===== config.mk =====
export PLATFORM = sky130hd
export DESIGN_NAME = morse_sequencer_flat
export DESIGN_NICKNAME = d
export VERILOG_FILES = /design/src/rtl/morse_sequencer_if.sv /design/src/rtl/morse_sequencer.sv /design/src/flat_wrapper.sv
export SDC_FILE = /design/constraint.sdc
export NUM_CORES = 1
export LEC_CHECK = 0
export ABC_CLOCK_PERIOD_IN_PS = 6450
export BUFFER_PORTS_ARGS = -buffer_cell sky130_fd_sc_hd__buf_2
export CAP_MARGIN = 10
export CORE_MARGIN = 1
export CORE_UTILIZATION = 45
export DETAILED_ROUTE_END_ITERATION = 8
export MAX_ROUTING_LAYER = met4
export PLACE_DENSITY = 0.59
export SLEW_MARGIN = 15
export SYNTH_ARGS = -nofsm -noshare
export SYNTH_HDL_FRONTEND = slang
export SYNTH_SLANG_ARGS = --single-unit
export TNS_END_PERCENT = 10

===== constraint.sdc =====
create_clock -name clk -period 6.45 [get_ports clk]
set_clock_uncertainty 0.2 [all_clocks]
set_input_delay 0.3225 -clock clk [delete_from_list [all_inputs] [get_ports clk]]
set_output_delay 0.3225 -clock clk [all_outputs]
set_load 0.1 [all_outputs]

===== src/rtl/morse_sequencer_if.sv =====
`default_nettype none
// ============================================================================
// Module      : morse_sequencer_if
// Description : Push-side and playback-side signal bundle for morse_sequencer.
//               The master drives character entries and flush; the slave
//               (the sequencer) drives the mark outputs and FIFO status.
// Revision    : 1.0 - initial release
// ============================================================================
interface morse_sequencer_if #(
    parameter int DEPTH       = 8,
    parameter int MAX_SYMBOLS = 6
);
    localparam int c_len_w = $clog2(MAX_SYMBOLS + 1);
    localparam int c_cnt_w = $clog2(DEPTH) + 1;

    logic                   in_strb;
    logic                   in_space;
    logic [c_len_w-1:0]     in_len;
    logic [MAX_SYMBOLS-1:0] in_pattern;
    logic                   flush;
    logic                   dit_out;
    logic                   dah_out;
    logic                   morse_code_out;
    logic                   busy;
    logic                   fifo_full;
    logic                   fifo_empty;
    logic [c_cnt_w-1:0]     fifo_count;
    logic                   overflow;

    modport master (
        output in_strb, in_space, in_len, in_pattern, flush,
        input  dit_out, dah_out, morse_code_out, busy,
               fifo_full, fifo_empty, fifo_count, overflow
    );

    modport slave (
        input  in_strb, in_space, in_len, in_pattern, flush,
        output dit_out, dah_out, morse_code_out, busy,
               fifo_full, fifo_empty, fifo_count, overflow
    );
endinterface
`default_nettype wire


===== src/rtl/morse_sequencer.sv =====
`default_nettype none
// ============================================================================
// Module      : morse_sequencer
// Description : FIFO-buffered morse player. Entries are {space, len, pattern}
//               with pattern elements LSB first (0 = dit, 1 = dah). Unit
//               length, dah length and character/word gaps are programmable.
// Revision    : 1.0 - initial release
// ============================================================================
module morse_sequencer #(
    parameter int DEPTH          = 8,
    parameter int MAX_SYMBOLS    = 6,
    parameter int UNIT_CYCLES    = 600000,
    parameter int DAH_UNITS      = 3,
    parameter int CHAR_GAP_UNITS = 3,
    parameter int WORD_GAP_UNITS = 7
) (
    input  wire logic           clk,
    input  wire logic           rst,
    morse_sequencer_if.slave    bus
);
    localparam int c_len_w      = $clog2(MAX_SYMBOLS + 1);
    localparam int c_ptr_w      = $clog2(DEPTH);
    localparam int c_cnt_w      = c_ptr_w + 1;
    localparam int c_entry_w    = 1 + c_len_w + MAX_SYMBOLS;
    localparam int c_long_units = (DAH_UNITS > WORD_GAP_UNITS) ? DAH_UNITS : WORD_GAP_UNITS;
    localparam int c_tmr_w      = $clog2(c_long_units * UNIT_CYCLES + 1);

    localparam logic [c_tmr_w-1:0] c_dit_len  = c_tmr_w'(UNIT_CYCLES);
    localparam logic [c_tmr_w-1:0] c_dah_len  = c_tmr_w'(DAH_UNITS * UNIT_CYCLES);
    localparam logic [c_tmr_w-1:0] c_char_len = c_tmr_w'(CHAR_GAP_UNITS * UNIT_CYCLES);
    localparam logic [c_tmr_w-1:0] c_word_len = c_tmr_w'((WORD_GAP_UNITS - CHAR_GAP_UNITS) * UNIT_CYCLES);

    typedef enum logic [2:0] {
        S_IDLE     = 3'd0,
        S_MARK     = 3'd1,
        S_ELEM_GAP = 3'd2,
        S_CHAR_GAP = 3'd3,
        S_WORD_GAP = 3'd4
    } state_t;

    state_t                 state_q, state_d;
    logic [c_tmr_w-1:0]     timer_q, timer_d;
    logic [MAX_SYMBOLS-1:0] shreg_q, shreg_d;
    logic [c_len_w-1:0]     elems_q, elems_d;
    logic [c_ptr_w-1:0]     wr_ptr_q, wr_ptr_d;
    logic [c_ptr_w-1:0]     rd_ptr_q, rd_ptr_d;
    logic [c_cnt_w-1:0]     count_q, count_d;
    logic                   overflow_q, overflow_d;
    logic                   dit_q, dit_d;
    logic                   dah_q, dah_d;
    logic [c_entry_w-1:0]   fifo_mem_q [DEPTH];

    logic                   w_full;
    logic                   w_empty;
    logic                   w_push;
    logic                   w_pop;
    logic                   w_expire;
    logic [c_len_w-1:0]     w_wr_len;
    logic [c_entry_w-1:0]   w_head;
    logic                   w_head_space;
    logic [c_len_w-1:0]     w_head_len;
    logic [MAX_SYMBOLS-1:0] w_head_pat;

    // Fullness is judged on the pre-edge count; flush swallows any push or pop.
    assign w_full   = (count_q == c_cnt_w'(DEPTH));
    assign w_empty  = (count_q == '0);
    assign w_push   = bus.in_strb && !w_full && !bus.flush;
    assign w_pop    = (state_q == S_IDLE) && !w_empty && !bus.flush;
    assign w_expire = (timer_q == c_tmr_w'(1));
    assign w_wr_len = (bus.in_len > c_len_w'(MAX_SYMBOLS)) ? c_len_w'(MAX_SYMBOLS) : bus.in_len;

    assign w_head       = fifo_mem_q[rd_ptr_q];
    assign w_head_space = w_head[c_entry_w-1];
    assign w_head_len   = w_head[MAX_SYMBOLS +: c_len_w];
    assign w_head_pat   = w_head[MAX_SYMBOLS-1:0];

    // FIFO storage: written only on an accepted push, never reset.
    always_ff @(posedge clk) begin
        if (w_push) begin
            fifo_mem_q[wr_ptr_q] <= {bus.in_space, w_wr_len, bus.in_pattern};
        end
    end

    // FIFO pointer, occupancy and sticky overflow next-state.
    always_comb begin
        wr_ptr_d   = wr_ptr_q;
        rd_ptr_d   = rd_ptr_q;
        count_d    = count_q;
        overflow_d = overflow_q;
        if (bus.flush) begin
            wr_ptr_d   = '0;
            rd_ptr_d   = '0;
            count_d    = '0;
            overflow_d = 1'b0;
        end else begin
            if (w_push) begin
                wr_ptr_d = wr_ptr_q + 1'b1;
            end
            if (bus.in_strb && w_full) begin
                overflow_d = 1'b1;
            end
            if (w_pop) begin
                rd_ptr_d = rd_ptr_q + 1'b1;
            end
            case ({w_push, w_pop})
                2'b10:   count_d = count_q + 1'b1;
                2'b01:   count_d = count_q - 1'b1;
                default: count_d = count_q;
            endcase
        end
    end

    // Player next-state: the timer is reloaded on each state entry and the
    // state moves on when it reads 1. Marks are decoded from the next state
    // so they line up with the state register.
    always_comb begin
        state_d = state_q;
        timer_d = timer_q;
        shreg_d = shreg_q;
        elems_d = elems_q;
        case (state_q)
            S_IDLE: begin
                if (w_pop) begin
                    shreg_d = w_head_pat;
                    elems_d = w_head_len;
                    if (w_head_space) begin
                        state_d = S_WORD_GAP;
                        timer_d = c_word_len;
                    end else if (w_head_len != '0) begin
                        state_d = S_MARK;
                        timer_d = w_head_pat[0] ? c_dah_len : c_dit_len;
                    end
                end
            end
            S_MARK: begin
                if (w_expire) begin
                    if (elems_q > c_len_w'(1)) begin
                        state_d = S_ELEM_GAP;
                        timer_d = c_dit_len;
                        shreg_d = shreg_q >> 1;
                        elems_d = elems_q - 1'b1;
                    end else begin
                        state_d = S_CHAR_GAP;
                        timer_d = c_char_len;
                    end
                end else begin
                    timer_d = timer_q - 1'b1;
                end
            end
            S_ELEM_GAP: begin
                if (w_expire) begin
                    state_d = S_MARK;
                    timer_d = shreg_q[0] ? c_dah_len : c_dit_len;
                end else begin
                    timer_d = timer_q - 1'b1;
                end
            end
            S_CHAR_GAP, S_WORD_GAP: begin
                if (w_expire) begin
                    state_d = S_IDLE;
                end else begin
                    timer_d = timer_q - 1'b1;
                end
            end
            default: state_d = S_IDLE;
        endcase
        if (bus.flush) begin
            state_d = S_IDLE;
        end
        dit_d = (state_d == S_MARK) && !shreg_d[0];
        dah_d = (state_d == S_MARK) &&  shreg_d[0];
    end

    // State, FIFO control and registered outputs.
    always_ff @(posedge clk or posedge rst) begin
        if (rst) begin
            state_q    <= S_IDLE;
            timer_q    <= '0;
            shreg_q    <= '0;
            elems_q    <= '0;
            wr_ptr_q   <= '0;
            rd_ptr_q   <= '0;
            count_q    <= '0;
            overflow_q <= 1'b0;
            dit_q      <= 1'b0;
            dah_q      <= 1'b0;
        end else begin
            state_q    <= state_d;
            timer_q    <= timer_d;
            shreg_q    <= shreg_d;
            elems_q    <= elems_d;
            wr_ptr_q   <= wr_ptr_d;
            rd_ptr_q   <= rd_ptr_d;
            count_q    <= count_d;
            overflow_q <= overflow_d;
            dit_q      <= dit_d;
            dah_q      <= dah_d;
        end
    end

    assign bus.dit_out        = dit_q;
    assign bus.dah_out        = dah_q;
    assign bus.morse_code_out = dit_q | dah_q;
    assign bus.busy           = (state_q != S_IDLE);
    assign bus.fifo_full      = w_full;
    assign bus.fifo_empty     = w_empty;
    assign bus.fifo_count     = count_q;
    assign bus.overflow       = overflow_q;
endmodule
`default_nettype wire


===== src/flat_wrapper.sv =====
// flat-port wrapper written by rule: the top's interface ports become plain ports
module morse_sequencer_flat 
#(
    parameter int DEPTH          = 8,
    parameter int MAX_SYMBOLS    = 6,
    parameter int UNIT_CYCLES    = 600000,
    parameter int DAH_UNITS      = 3,
    parameter int CHAR_GAP_UNITS = 3,
    parameter int WORD_GAP_UNITS = 7
)
  (clk, rst, bus_in_strb, bus_in_space, bus_in_len, bus_in_pattern, bus_flush, bus_dit_out, bus_dah_out, bus_morse_code_out, bus_busy, bus_fifo_full, bus_fifo_empty, bus_fifo_count, bus_overflow);
  morse_sequencer_if #(.DEPTH(DEPTH), .MAX_SYMBOLS(MAX_SYMBOLS)) bus_i ();
  input  wire logic clk;
  input  wire logic rst;
  input wire logic [$bits(bus_i.in_strb)-1:0] bus_in_strb;
  input wire logic [$bits(bus_i.in_space)-1:0] bus_in_space;
  input wire logic [$bits(bus_i.in_len)-1:0] bus_in_len;
  input wire logic [$bits(bus_i.in_pattern)-1:0] bus_in_pattern;
  input wire logic [$bits(bus_i.flush)-1:0] bus_flush;
  output wire logic [$bits(bus_i.dit_out)-1:0] bus_dit_out;
  output wire logic [$bits(bus_i.dah_out)-1:0] bus_dah_out;
  output wire logic [$bits(bus_i.morse_code_out)-1:0] bus_morse_code_out;
  output wire logic [$bits(bus_i.busy)-1:0] bus_busy;
  output wire logic [$bits(bus_i.fifo_full)-1:0] bus_fifo_full;
  output wire logic [$bits(bus_i.fifo_empty)-1:0] bus_fifo_empty;
  output wire logic [$bits(bus_i.fifo_count)-1:0] bus_fifo_count;
  output wire logic [$bits(bus_i.overflow)-1:0] bus_overflow;
  assign bus_i.in_strb = bus_in_strb;
  assign bus_i.in_space = bus_in_space;
  assign bus_i.in_len = bus_in_len;
  assign bus_i.in_pattern = bus_in_pattern;
  assign bus_i.flush = bus_flush;
  assign bus_dit_out = bus_i.dit_out;
  assign bus_dah_out = bus_i.dah_out;
  assign bus_morse_code_out = bus_i.morse_code_out;
  assign bus_busy = bus_i.busy;
  assign bus_fifo_full = bus_i.fifo_full;
  assign bus_fifo_empty = bus_i.fifo_empty;
  assign bus_fifo_count = bus_i.fifo_count;
  assign bus_overflow = bus_i.overflow;
  morse_sequencer #(.DEPTH(DEPTH), .MAX_SYMBOLS(MAX_SYMBOLS), .UNIT_CYCLES(UNIT_CYCLES), .DAH_UNITS(DAH_UNITS), .CHAR_GAP_UNITS(CHAR_GAP_UNITS), .WORD_GAP_UNITS(WORD_GAP_UNITS)) u_core (.clk(clk), .rst(rst), .bus(bus_i));
endmodule

==> results of run 1 <==
synthesized netlist by cell type (9+ instances only):
| master | n | share of area [%] |
|---|---|---|
| a21oi_1 | 20 | 1.7 |
| a31oi_1 | 9 | 0.94 |
| clkbuf_1 | 13 | 0.81 |
| dfrtp_1 | 48 | 20 |
| edfxtp_1 | 80 | 40 |
| inv_1 | 21 | 1.3 |
| mux2i_1 | 13 | 2.2 |
| mux4_2 | 20 | 7.5 |
| nand2_1 | 25 | 1.6 |
| nor2_1 | 46 | 2.9 |
| nor3_1 | 18 | 1.5 |
| o21ai_0 | 16 | 1.3 |
| o21ai_1 | 10 | 0.83 |
| o2bb2ai_1 | 9 | 1.3 |
layout by cell type (no fill, tap or decap), drive strengths merged, types with 8 or more instances in the layout:
cell type	instances
a21oi	20
a31oi	9
buf	31
clkbuf	17
dfrtp	48
dlygate4sd3	11
edfxtp	80
ha	8
inv	23
mux2i	13
mux4	20
nand2	25
nor2	47
nor3	21
o21ai	26
o2bb2ai	9
worst max-delay path by stage:
stage / startpoint / end / cells after the start
6_report: u_core.rd_ptr_q[0] / u_core.timer_q[13] / 7
3_3_place_gp: u_core.rd_ptr_q[0] / u_core.timer_q[13] / 7
3_5_place_dp: u_core.rd_ptr_q[0] / u_core.timer_q[13] / 7
4_1_cts: u_core.rd_ptr_q[0] / u_core.timer_q[13] / 7
5_1_grt: u_core.rd_ptr_q[0] / u_core.timer_q[13] / 7
2_1_floorplan: u_core.bus.fifo_count[3] / u_core.bus.fifo_count[3] / 12
timing repair:
| action | 4_1_cts | 5_1_grt |
|---|---|---|
| setup endpoints to repair | 0 | 0 |
| hold buffers | 10 | 1 |
| endpoints found under the hold margin | 73 | 48 |
worst max-delay path: stages, from the launching register on:
cell      delay [ns]
dfrtp_1         0.62
buf_4           0.40
mux4_2          0.55
mux2i_1         0.40
nand2_1         0.15
o211ai_2        0.82
a21oi_1         0.09
o22a_1          0.24
power by group through the flow:
stage | Clock (mW) | Sequential [mW] | Combinational, mW
2_1_floorplan | 0 | 1.22 | 0.987
3_3_place_gp | 0 | 1.19 | 1.26
3_5_place_dp | 0 | 1.19 | 1.29
4_1_cts | 0.996 | 1.18 | 1.29
5_1_grt | 1.02 | 1.20 | 1.42
6_report | 0.978 | 1.18 | 1.29
logic make-up (layout without fill, tap and decap cells):
group | Yosys count | after routing | synth area share, %
compound gates | 104 | 104 | 11.8
xor+xnor | 9 | 9 | 1.31
fa+ha+maj | 9 | 9 | 2.00
buf+inv | 42 | 95 | 2.77
flops | 128 | 128 | 60.1
mux | 33 | 33 | 9.68
simple gates | 137 | 137 | 12.3
cell type report:
class	instances	area share (%)
Clock buffer	17	6.06
Multi-Input combinational cell	292	31.7
Tap cell	172	3.07
Inverter	21	1.14
Timing Repair Buffer	42	4.03
Clock inverter	15	2.62
Sequential cell	128	51.3
registers in the layout, summed over array words and instances (netlist names):
register	flops
u_core.fifo_mem_q	80
u_core.bus.overflow	1
u_core.wr_ptr_q	3
u_core.rd_ptr_q	3
u_core.timer_q	23
u_core.elems_q	3
u_core.state_q	3
u_core.bus.dit_out	1
u_core.bus.fifo_count	4
u_core.shreg_q	6
u_core.bus.dah_out	1
per-layer routing:
metal / share of wire, % / GRT usage (%) / up-vias
met2: 50 / 32.8 / 90
li1: - / - / 1851
met1: 45 / 25.2 / 1955
met3: 3.6 / 4.07 / 20
met5: 0 / - / -
met4: 1.6 / 7.69 / 0
==> results.py, run 1 <==
metrics = {
    "run_status": {
        "status": "completed",
    },
    "synthesis": {
        "synth-edff-count": 80,
        "netlist_area_sq_um": 6000,
        "async_flop_share_pct": 37.5,
        "ys_ff_latch": 128,
        "ys_warn_count": 0,
        "syn_nets": 485,
        "synth_flop_cell": "edfxtp_1",
        "avgSynthCellArea_sq_um": 13.0,
        "synth_cells": 462,
        "synth_cell_types": 63,
        "ys_seq_area_share_pct": 60.1,
    },
    "setup_path": {
        "reg2reg_slack_ns": 2.84,
        "timing.rr.start": "u_core.rd_ptr_q[0]",
        "critPathLaunchType": "flop",
        "critPathCaptureType": "flop",
        "path_class": "reg -> reg",
        "r2r-end": "u_core.timer_q[13]",
        "cp_data_required_time_ns": 6.54,
        "path_max_fanout": 25,
        "cp.arrival_ns": 3.70,
        "reg2reg_depth": 7,
    },
    "cts": {
        "root_buffer": "clkbuf_16",
        "ctsHtreeMaxLevel": 4,
        "cts.clk_slew.worst_paths_ns": 0.06,
        "postCtsSetupBuffers": 0,
        "cts_tree": "built",
        "worstSkewPairLatency_ns": 0.42,
        "cts.sink_count": 128,
        "numCtsBuffers": 17,
        "clockBufferDepth": 2,
        "post_cts_resized": 0,
    },
    "layout": {
        "multi_input_area_sq_um": 2230,
        "ff_latch_area_sq_um": 3600,
        "area_growth_syn_to_layout_pct": 17.0,
        "final_net_count": 525,
        "final_cells": 687,
        "fin_area_sq_um": 7020,
        "fin_util_pct": 54.7,
        "num-fill-cells": 1079,
        "drive_gt1_share_pct": 18.8,
        "n_antenna_cell": 0,
    },
    "routing": {
        "routed_wl_mm": 12.7,
        "num_vias": 3916,
        "drtIter0Drc": 241,
        "wire_per_inst_um": 18.5,
        "drc": 0,
        "first_pass_iters": 5,
        "detail-route-antenna-nets": 0,
        "vias_per_cell": 5.70,
    },
    "pwr": {
        "p_seq_share_pct": 34.2,
        "p_comb_share_pct": 37.4,
        "intPower_mw": 2.09,
        "switching_share_pct": 39.5,
        "p_per_area_nw_per_um2": 491,
        "power.leakage_nw": 2.58,
        "vdd_drop_max_mv": 0.229,
        "power_mw": 3.45,
        "clockPowerShare_pct": 28.4,
        "p_sw_mw": 1.36,
    },
    "timing": {
        "rsz0062_at_grt": "no",
        "hold_ws_ns": 0.111,
        "slew_headroom_pct": 23.3,
        "fmax_mhz": 277,
        "tightest_slew_ns": 1.15,
        "maxSlewViolCount": 0,
        "finalHoldViolations": 0,
        "finalSetupViolCount": 0,
        "finalSetupTns_ns": 0,
        "finalCritPeriodShare_pct": 55.9,
        "setup_ws_ns": 2.84,
        "period_needed_ns": 3.61,
    },
    "place": {
        "io_buffer_count": 24,
        "place_area_sq_um": 6300,
        "pre_cts_ws_ns": 2.81,
        "place_inst": 644,
        "hpwl_mm": 8.02,
        "routabilityCongestion": 0.799,
    },
    "floorplanning": {
        "num_rows": 41,
        "initial_core_util_pct": 46.8,
        "die_w_um": 117,
        "dieArea_sq_um": 13800,
        "die_h_um": 117,
        "io_pins": 25,
        "core-area_sq_um": 12800,
    },
    "global_route": {
        "grt_usage_pct": 20.2,
        "grt_pass1_wl_mm": 20.6,
        "grt_overflow": 0,
        "grt_max_degree": 49,
        "first_global_vias": 3948,
        "antenna_found_initial": 0,
    },
    "worst_hold_path": {
        "hp-class": "in -> reg",
        "min_to": "u_core.rd_ptr_q[2]",
        "min_from": "bus_flush",
        "holdPathStages": 2,
    },
    "run": {
        "drv_cap": 0,
    },
}
No activity file was read; power rests on OpenSTA's default activity.
==> run 2: changes to the inputs <==
--- a/config.mk
+++ b/config.mk
@@ -5,14 +5,14 @@
 export SDC_FILE = /design/constraint.sdc
 export NUM_CORES = 1
 export LEC_CHECK = 0
-export ABC_CLOCK_PERIOD_IN_PS = 6450
+export ABC_CLOCK_PERIOD_IN_PS = 3200
 export BUFFER_PORTS_ARGS = -buffer_cell sky130_fd_sc_hd__buf_2
 export CAP_MARGIN = 10
 export CORE_MARGIN = 1
 export CORE_UTILIZATION = 45
 export DETAILED_ROUTE_END_ITERATION = 8
 export MAX_ROUTING_LAYER = met4
-export PLACE_DENSITY = 0.59
+export PLACE_DENSITY = 0.62
 export SLEW_MARGIN = 15
 export SYNTH_ARGS = -nofsm -noshare
 export SYNTH_HDL_FRONTEND = slang
==> constraint.sdc (replaced) <==
create_clock -name clk -period 3.2 [get_ports clk]
set_clock_uncertainty 0.2 [all_clocks]
set_input_delay 0.16 -clock clk [delete_from_list [all_inputs] [get_ports clk]]
set_output_delay 0.16 -clock clk [all_outputs]
set_load 0.1 [all_outputs]
==> results.py, run 2 (synthesis results as in run 1) <==
metrics = {
    "place": {
        "hpwl_mm": 8.18,
        "io_buffer_count": 24,
        "routabilityCongestion": 0.840,
    },
    "cts": {
        "cts.clk_slew.worst_paths_ns": 0.06,
        "numCtsBuffers": 17,
        "cts_tree": "built",
        "post_cts_resized": 0,
        "root_buffer": "clkbuf_16",
        "cts.sink_count": 128,
        "ctsHtreeMaxLevel": 4,
        "clockBufferDepth": 2,
        "worstSkewPairLatency_ns": 0.42,
    },
    "setup_path": {
        "critPathLaunchType": "flop",
        "cpPeakStageDelay_ns": 0.52,
        "cp_data_required_time_ns": 3.29,
        "crit_chain": "nor4b_4 -> nand2b_1 -> nand2_1 -> inv_1 -> ha_1 -> a21o_1 -> a21oi_2 -> nor3_1 -> a31oi_1 -> xor2_1 -> nor2_1",
        "r2r-end": "u_core.bus.fifo_count[3]",
        "timing.rr.start": "u_core.bus.fifo_count[2]",
        "critPathCaptureType": "flop",
        "reg2reg_slack_ns": 0.42,
        "crit_start": "u_core.bus.fifo_count[2]",
        "path_class": "reg -> reg",
        "path_max_fanout": 9,
        "reg2reg_depth": 11,
        "cp.arrival_ns": 2.87,
        "slowest_stage": "dfrtp_4",
        "crit_path_end": "u_core.bus.fifo_count[3]",
    },
    "run": {
        "drv_cap": 0,
    },
    "routing": {
        "detail-route-antenna-nets": 0,
        "drtIter0Drc": 298,
        "routed_wl_mm": 12.5,
        "wire_per_inst_um": 17.8,
        "drc": 0,
        "num_vias": 3983,
        "first_pass_iters": 7,
        "vias_per_cell": 5.68,
    },
    "global_route": {
        "grt_usage_pct": 20.0,
        "first_global_vias": 4029,
        "grt_max_degree": 49,
        "grt_pass1_wl_mm": 20.3,
        "antenna_found_initial": 0,
        "grt_overflow": 0,
    },
    "layout": {
        "top_register": "u_core.fifo_mem_q",
        "largest_register_ffs": 80,
        "largestRegisters": "u_core.fifo_mem_q x80, u_core.timer_q x23, u_core.shreg_q x6",
        "n_antenna_cell": 0,
        "final_common_cell": "edfxtp_1",
        "fin_util_pct": 55.9,
        "drive_gt1_share_pct": 21.4,
        "area_growth_syn_to_layout_pct": 19.5,
        "final_net_count": 539,
        "layout_common_cells": "80 x edfxtp_1, 46 x nor2_1, 44 x dfrtp_1",
    },
    "floorplanning": {
        "num_rows": 41,
        "die_w_um": 117,
        "io_pins": 25,
        "dieArea_sq_um": 13800,
        "die_h_um": 117,
        "initial_core_util_pct": 46.8,
        "core-area_sq_um": 12800,
    },
    "worst_hold_path": {
        "hp-class": "in -> reg",
    },
    "timing": {
        "finalHoldViolations": 0,
        "rsz0062_at_grt": "no",
        "fmax_mhz": 360,
        "hold_ws_ns": 0.0773,
        "finalCritPeriodShare_pct": 86.8,
        "tightest_slew_ns": 1.06,
        "finalSetupViolCount": 0,
        "slew_headroom_pct": 28.8,
        "period_needed_ns": 2.78,
        "maxSlewViolCount": 0,
    },
    "pwr": {
        "p_per_area_nw_per_um2": 989,
        "vdd_drop_max_mv": 0.530,
        "power.leakage_nw": 2.65,
    },
    "run_status": {
        "status": "completed",
    },
}
-- run 2: critical path: cells and delay by family, from the launching register on --
| family | cells | cell delay [ns] |
|---|---|---|
| simple gates | 5 | 0.92 |
| flops | 1 | 0.52 |
| compound gates | 3 | 0.51 |
| fa+ha+maj | 1 | 0.23 |
| xor+xnor | 1 | 0.16 |
| buf+inv | 1 | 0.11 |
-- run 2: what timing repair did --
item                                    4_1_cts  5_1_grt
hold buffers                                 13        0
endpoints found under the setup margin        0        0
buffers inserted                              0        0
hold endpoints to repair                    133        0
-- run 2: metrics by stage --
step	instance area, sq um	cells	setup TNS [ns]	power [mW]	worst slack [ns]
after floorplan	6040	462	-0.785	4.49	-0.537
after global placement	6440	656	0	5.11	0.488
after detailed placement	6440	656	0	5.17	0.422
after CTS	7170	701	0	7.13	0.407
after global routing	7170	701	0	7.49	0.193
final	7170	701	0	7.09	0.422
-- run 2: how the worst min path moves through the flow --
stage                      startpoint                      end  slack [ns]  depth (start not counted)
floorplan           bus_in_pattern[0]  u_core.fifo_mem_q[0][0]        0.06                          0
detailed placement        bus_in_strb      u_core.bus.overflow        0.22                          3
CTS                     bus_in_len[0]  u_core.fifo_mem_q[2][6]        0.06                          2
global placement          bus_in_strb      u_core.bus.overflow        0.23                          3
global route            bus_in_len[0]  u_core.fifo_mem_q[2][6]        0.08                          2
finish                  bus_in_len[0]  u_core.fifo_mem_q[2][6]        0.08                          2
-- run 2: metal layers --
| metal | wire length (um) | GRT usage [%] | part of all wire [%] | vias up |
|---|---|---|---|---|
| li1 | - | - | - | 1888 |
| met1 | 5450 | 23.8 | 44 | 1988 |
| met2 | 6310 | 32.4 | 51 | 88 |
| met3 | 491 | 5.33 | 3.9 | 19 |
| met4 | 226 | 8.17 | 1.8 | 0 |
| met5 | 0 | - | 0 | - |
-- run 2: final cells by class --
type                       instances  area, sq um
inverter                          21         80.1
clock inverter                    14          166
timing repair buffer              56          405
fill                            1043         5660
sequential                       128         3620
clock buffer                      18          429
tap                              172          215
multi-input combinational        292         2260
-- run 2: power breakdown --
part | internal [mW] | switching (mW)
logic | 1.06 | 1.74
clock network | 1.22 | 0.707
registers | 2.05 | 0.315
total | 4.33 | 2.76
